## src/rtl/ucie_ctl_sb_rx_packet_receiver_pkg.sv

```systemverilog
// Shared sideband constants for the RX packet receiver: lane width default,
// phase width and assembler state encoding.
package ucie_ctl_sb_rx_packet_receiver_pkg;

   localparam int unsigned SB_NC      = 8;
   localparam int unsigned SB_PHASE_W = 32;

   typedef enum logic {
      RX_IDLE     = 1'b0,
      RX_ASSEMBLE = 1'b1
   } rx_state_e;

   // Chunk counter width; a single-chunk phase still keeps a 1-bit counter.
   function automatic int unsigned chunk_cnt_w(input int unsigned chunks);
      return (chunks > 1) ? $clog2(chunks) : 1;
   endfunction

endpackage

```

## src/rtl/ucie_ctl_sb_rx_packet_receiver.sv

```systemverilog
// Sideband RX packet receiver: gathers NC-bit chunks LSB-first into a 32-bit
// phase and holds it for the consumer until acknowledged.
module ucie_ctl_sb_rx_packet_receiver
   import ucie_ctl_sb_rx_packet_receiver_pkg::*;
#(
   parameter int unsigned NC = SB_NC   // legal values: 8, 16, 32
) (
   input  logic                  i_clk,
   input  logic                  i_rst,
   input  logic [NC-1:0]         i_rdi_pl_cfg,
   input  logic                  i_rdi_pl_cfg_vld,
   input  logic                  i_flush,
   input  logic                  i_phase_ack,
   output logic [SB_PHASE_W-1:0] o_phase_received,
   output logic                  o_phase_valid,
   output logic                  o_busy,
   output logic                  o_overrun
);

   localparam int unsigned CHUNKS = SB_PHASE_W / NC;
   localparam int unsigned CW     = chunk_cnt_w(CHUNKS);

   rx_state_e             state_q;
   logic [CW-1:0]         cnt_q;
   logic [SB_PHASE_W-1:0] partial_q;

   logic [SB_PHASE_W-1:0] phase_next_c;
   logic                  last_c;
   logic                  complete_c;

   // Merge the incoming chunk into its lane slot of the partial phase.
   always_comb begin
      phase_next_c = partial_q;
      for (int unsigned k = 0; k < CHUNKS; k++) begin
         if (cnt_q == CW'(k)) begin
            phase_next_c[k*NC +: NC] = i_rdi_pl_cfg;
         end
      end
   end

   assign last_c     = (state_q == RX_IDLE) ? (CHUNKS == 32'd1)
                                            : (cnt_q == CW'(CHUNKS - 1));
   assign complete_c = i_rdi_pl_cfg_vld && !i_flush && last_c;

   always_ff @(posedge i_clk) begin
      if (!i_rst) begin
         state_q          <= RX_IDLE;
         cnt_q            <= '0;
         partial_q        <= '0;
         o_phase_received <= '0;
         o_phase_valid    <= 1'b0;
         o_busy           <= 1'b0;
         o_overrun        <= 1'b0;
      end else begin
         o_overrun <= 1'b0;

         if (i_flush) begin
            state_q   <= RX_IDLE;
            cnt_q     <= '0;
            partial_q <= '0;
            o_busy    <= 1'b0;
         end else if (i_rdi_pl_cfg_vld) begin
            if (last_c) begin
               state_q   <= RX_IDLE;
               cnt_q     <= '0;
               partial_q <= '0;
               o_busy    <= 1'b0;
            end else begin
               state_q   <= RX_ASSEMBLE;
               cnt_q     <= cnt_q + CW'(1);
               partial_q <= phase_next_c;
               o_busy    <= 1'b1;
            end
         end

         // A completed phase replaces the held one only if the slot is free or being acked.
         if (complete_c) begin
            if (!o_phase_valid || i_phase_ack) begin
               o_phase_received <= phase_next_c;
               o_phase_valid    <= 1'b1;
            end else begin
               o_overrun <= 1'b1;
            end
         end else if (i_phase_ack) begin
            o_phase_valid <= 1'b0;
         end
      end
   end

endmodule
```

## config.mk

```make
export PLATFORM = sky130hd
export DESIGN_NAME = ucie_ctl_sb_rx_packet_receiver
export DESIGN_NICKNAME = d
export VERILOG_FILES = /design/src/rtl/ucie_ctl_sb_rx_packet_receiver_pkg.sv /design/src/rtl/ucie_ctl_sb_rx_packet_receiver.sv
export SDC_FILE = /design/constraint.sdc
export NUM_CORES = 1
export LEC_CHECK = 0
export BUFFER_PORTS_ARGS = -buffer_cell sky130_fd_sc_hd__buf_2
export CELL_PAD_IN_SITES_DETAIL_PLACEMENT = 0
export CELL_PAD_IN_SITES_GLOBAL_PLACEMENT = 1
export CORE_UTILIZATION = 47
export DETAILED_ROUTE_END_ITERATION = 6
export MAX_ROUTING_LAYER = met4
export PLACE_DENSITY_LB_ADDON = 0.08
export SYNTH_ARGS = -nofsm -noshare
export SYNTH_HDL_FRONTEND = slang
export SYNTH_SLANG_ARGS = --single-unit
```

## constraint.sdc

```tcl
create_clock -name i_clk -period 2.71 [get_ports i_clk]
set_clock_uncertainty 0.05 [all_clocks]
set_input_delay 0.1355 -clock i_clk [delete_from_list [all_inputs] [get_ports i_clk]]
set_output_delay 0.1355 -clock i_clk [all_outputs]
set_load 0.005 [all_outputs]
```

## Yosys cells after proc, flatten, opt, wreduce, memory -nomap -nowiden

Index checks and enable logic that the tools add are counted.

| word-level totals | value |
|---|---|
| register bits after elaboration | 69 |
| input bits | 13 |
| output and inout bits | 35 |

| operators by class | value |
|---|---|
| $add $sub $neg | 1 |
| eq/ne operators | 4 |
| muxes and demuxes | 12 |
| bitwise logic cells | 1 |
| reduce and logical (&&, ||, !) cells | 11 |

Operator list:

| cell | number |
|---|---|
| 32-bit two-way mux | 1 |
| 8-bit two-way mux | 4 |
| 1-bit two-way mux | 6 |
| 2-bit AND reduction | 3 |
| 2-bit equality test (second input constant) | 2 |
| 2-bit by 1-bit adder with 2-bit output (second input constant) | 1 |
| 2-bit by 1-bit equality test with 1-bit output (second input constant) | 1 |
| 1-bit logical AND | 2 |
| 1-bit logical NOT | 2 |
| 2-bit logical NOT | 1 |
| 2-bit two-way mux | 1 |
| 2-bit by 1-bit inequality test with 1-bit output (second input constant) | 1 |
| 2-bit nonzero test | 1 |
| 2-bit OR reduction | 1 |
| 1-bit logical OR | 1 |
| 1-bit inverter | 1 |

## Longest topological paths before layout

| depth | value |
|---|---|
| word-level depth | 5 |
| depth in mapped cells | 7 |
| mapped depth without buffers | 5 |

## Worst setup path after synthesis

OpenSTA, ideal clock, no wires.

| timing | value |
|---|---|
| kind | reg2reg |
| start point | register cnt_q[0] |
| end point | register o_phase_received[0] |
| library setup time | 0.116 ns |
| data arrival time | 1.414 ns |
| data required time | 2.544 ns |
| slack | 1.130 ns |
| stages on the path, launching flop included | 8 |
| path buffers | 3 |
| clock period less this slack | 1.580 ns |
| path through | dfxtp_1 ha_1 and4b_1 buf_2 and2_1 buf_2 buf_6 o211a_1 |

| on the way | value |
|---|---|
| word-level cells in the longest chain between the ends | 4 |

Ends and longest elaborated chain:

| element | line | RTL |
|---|---|---|
| from (decl) | ucie_ctl_sb_rx_packet_receiver.sv:24 | `logic [CW-1:0] cnt_q;` |
| from (signal assigned) | ucie_ctl_sb_rx_packet_receiver.sv:70 | `cnt_q <= cnt_q + CW'(1);` |
| 2-bit equality test | ucie_ctl_sb_rx_packet_receiver.sv:42 | `: (cnt_q == CW'(CHUNKS - 1));` |
| 1-bit two-way mux | ucie_ctl_sb_rx_packet_receiver.sv:41 | `assign last_c = (state_q == RX_IDLE) ? (CHUNKS == 32'd1)` |
| 1-bit logical AND | ucie_ctl_sb_rx_packet_receiver.sv:43 | `assign complete_c = i_rdi_pl_cfg_vld && !i_flush && last_c;` |
| 2-bit AND reduction (no line) | n/a |  |
| to (signal assigned) | ucie_ctl_sb_rx_packet_receiver.sv:79 | `o_phase_received <= phase_next_c;` |
| to (decl) | ucie_ctl_sb_rx_packet_receiver.sv:14 | `output logic [SB_PHASE_W-1:0] o_phase_received,` |

Parallel ways exist; a longest one is shown, timed or not.
A chain may end at the register's enable or synchronous reset.

## Worst setup path after layout

| timing | value |
|---|---|
| start point | register cnt_q[0] |
| end point | register o_phase_received[2] |

Same word-level chain as after synthesis.

==> metrics.yaml <==
outcome:
  run_status: "complete, no violations"
worst_setup_path:
  arrival_ns: 2.29
  critPathRequiredTime_ns: 2.94
  critPathMaxFanout: 32
  worstSetupPathType: "reg2reg"
  crit_buf_inv: 0
  crit_family: "simple AND/OR/NAND/NOR gates"
  cp_slowest_cell: "and2_1"
  cp_cell_sequence: "ha_1 -> and4b_1 -> and2_1 -> o211a_1"
  critPathCaptureType: "flip-flop"
  start_kind: "flip-flop"
  cpPeakStageDelay_ns: 0.94
synth:
  synth_mux_area_frac: 0.1113
  synth-xor-area-share: 0
  synth_top_family_by_area: "compound AO/OA/AOI/OAI gates"
  syn_area_um2: 2968
  synthCells: 282
  synth_compound_area_frac: 0.2142
  yosysWarnings: 0
  synth-simple-area-share: 0.1383
  syn_avg_cell_area_um2: 10.52
  yosys.area_share.adder: 0.01686
  synth_seq_area_share: 0.4654
  synth.distinct_cells: 25
  synth_seq_cells: 69
  syn-num-nets: 299
layout:
  n_fill_cell: 556
  nNetsFinal: 333
  final_common_cell: "dfxtp_1"
  layout_common_cells: "dfxtp_1, buf_2, mux2i_1, nand3_1, o211a_1"
  drive_gt1_frac: 0.2069
  syn2layout_area_growth_pct: 13.79
  antennaDiodeCount: 0
detailed_routing:
  via_per_inst: 5.975
  vias: 2354
  wl_per_cell_um: 18.28
  drc_errors: 0
  first_pass_iters: 4
  route.antenna.remaining_nets: 0
  drt-total-wl_um: 7204
  drtIter0Drc: 247
floorplanning:
  die_y_um: 81.47
  start_util: 0.4954
  core_area_um2: 5991
  rows: 28
  io_pins: 48
  die_width_um: 81.47
  die-area_um2: 6637
grt:
  grt_first_pass_wirelength_um: 11310
  grt_max_degree: 36
  grt_usage: 0.2412
  grt_pass1_vias: 2104
  antenna_found_initial: 0
  overflow: 0
clock_tree:
  cts-buffers-inserted: 9
  clk_pin_slew_worst_paths_ns: 0.07
  cts_hold_buf: 0
  cts_resized: 0
  clockRootBuffer: "clkbuf_8"
  clk_path_buf_depth: 2
  h-tree-depth: 3
  clock_sinks: 69
  cts_tree: "built"
  cts_setup_buffers: 0
  insertion_delay_ns: 0.34
power_and_ir_drop:
  power_density_nw_per_um2: 571.3
  vdd_ir_drop_max_uv: 369.1
  finalPower_w: 0.001929
  leakage_nw: 1.733
place:
  port_buffers: 47
  pre_cts_ws_ns: 0.6341
  place.gp.congestion: 0.8249
  dp_hpwl_um: 4631
sta:
  drv_slew: 0
  min_period_over_period: 0.7610
  layout_min_cycle_time_ns: 2.062
  setup_viol: 0
  hold_viol_final: 0
  fin_tns_setup_ns: 0
  rsz0062_at_grt: "false"
  timing.fmax_ghz: 0.4849
  setup_ws_ns: 0.6477
  relSlewSlack: 0.1975
  max_slew.worst_pin.slew_ns: 1.204
  hold_slack_ns: 0.07285
run:
  drv_cap: 0
hold_path:
  hold_path_class: "in2reg"
[stage by stage]
stage	instances	utilization	area, um2
CTS	394	0.5637	3377
finish	394	0.5637	3377
detailed placement	380	0.5336	3197
global route	394	0.5637	3377
global placement	380	0.5336	3197
floorplan	282	-	2968
[worst register-to-register path, stage by stage (launching register included)]
cell	delay (ns)
dfxtp_1	0.39
ha_1	0.18
and4b_1	0.21
and2_1	0.94
o211a_1	0.24
[layer usage]
layer | routed length, um | part of all wire | vias to the layer above | GRT usage
met5 | 0 | 0 | - | -
met2 | 3126 | 0.43 | 76 | 0.3100
met1 | 3510 | 0.49 | 1133 | 0.3539
li1 | - | - | 1134 | -
met4 | 121 | 0.017 | 0 | 0.09821
met3 | 446 | 0.062 | 11 | 0.05778
[cells in the mapped netlist]
| cell type | count | area (um2) |
|---|---|---|
| buf_1 | 3 | 11.26 |
| dfxtp_1 | 69 | 1381 |
| a21oi_1 | 9 | 45.04 |
| nand2_1 | 10 | 37.54 |
| a32o_1 | 24 | 240.2 |
| nor2_1 | 2 | 7.510 |
| and3_1 | 9 | 56.30 |
| and2_1 | 5 | 31.28 |
| ha_1 | 4 | 50.05 |
| o21ai_1 | 3 | 15.01 |
| a211oi_1 | 1 | 7.510 |
| and2b_1 | 1 | 7.510 |
| inv_1 | 2 | 7.510 |
| o211a_1 | 32 | 320.3 |
| mux2i_1 | 33 | 330.3 |
| buf_6 | 3 | 33.78 |
| nor2b_1 | 1 | 6.260 |
| buf_2 | 9 | 45.04 |
| clkbuf_1 | 14 | 52.55 |
| nand3_1 | 33 | 165.2 |
| and4b_1 | 1 | 10.01 |
| nand2b_1 | 3 | 18.77 |
| nand4b_1 | 8 | 70.07 |
| o21a_1 | 1 | 7.510 |
| clkbuf_2 | 2 | 10.01 |
[area by class of cell]
| type | count | area (um2) | area share |
|---|---|---|---|
| sequential | 69 | 1381 | 0.4090 |
| clock buffer | 12 | 145.1 | 0.04298 |
| clock inverter | 2 | 35.03 | 0.01037 |
| timing repair buffer | 54 | 287.8 | 0.08522 |
| tap | 75 | 93.84 | 0.02779 |
| inverter | 2 | 7.507 | 0.002223 |
| multi-input combinational | 180 | 1426 | 0.4224 |
[cell families after synthesis]
logic type,count (synthesis)
AND/OR/NAND/NOR,73
AO/OA/AOI/OAI,70
buffers and inverters,33
adder cells (fa/ha/maj),4
flip-flops,69
multiplexers,33
[power breakdown]
part | internal (W) | switching [W] | total [W]
clock | 0.000440 | 0.000358 | 0.000798
sequential | 0.00102 | 0.00000395 | 0.00102
combinational | 0.0000360 | 0.0000711 | 0.000107
total | 0.00150 | 0.000433 | 0.00193
[worst paths after layout]
path | startpoint | to | slack [ns] | depth (start not counted)
worst max-delay path | cnt_q[0] | o_phase_received[2] | 0.65 | 4
worst max register to register | cnt_q[0] | o_phase_received[2] | 0.65 | 4
worst min-delay path | i_phase_ack | o_overrun | 0.07 | 3
worst min register to register | partial_q[28] | partial_q[28] | 0.40 | 2
[sequential cells by signal, indices dropped and copies added, names as in the netlist]
signal / cells
cnt_q: 2
o_overrun: 1
o_phase_received: 32
o_phase_valid: 1
partial_q: 32
state_q: 1
Power figures use the tool's default switching activity.
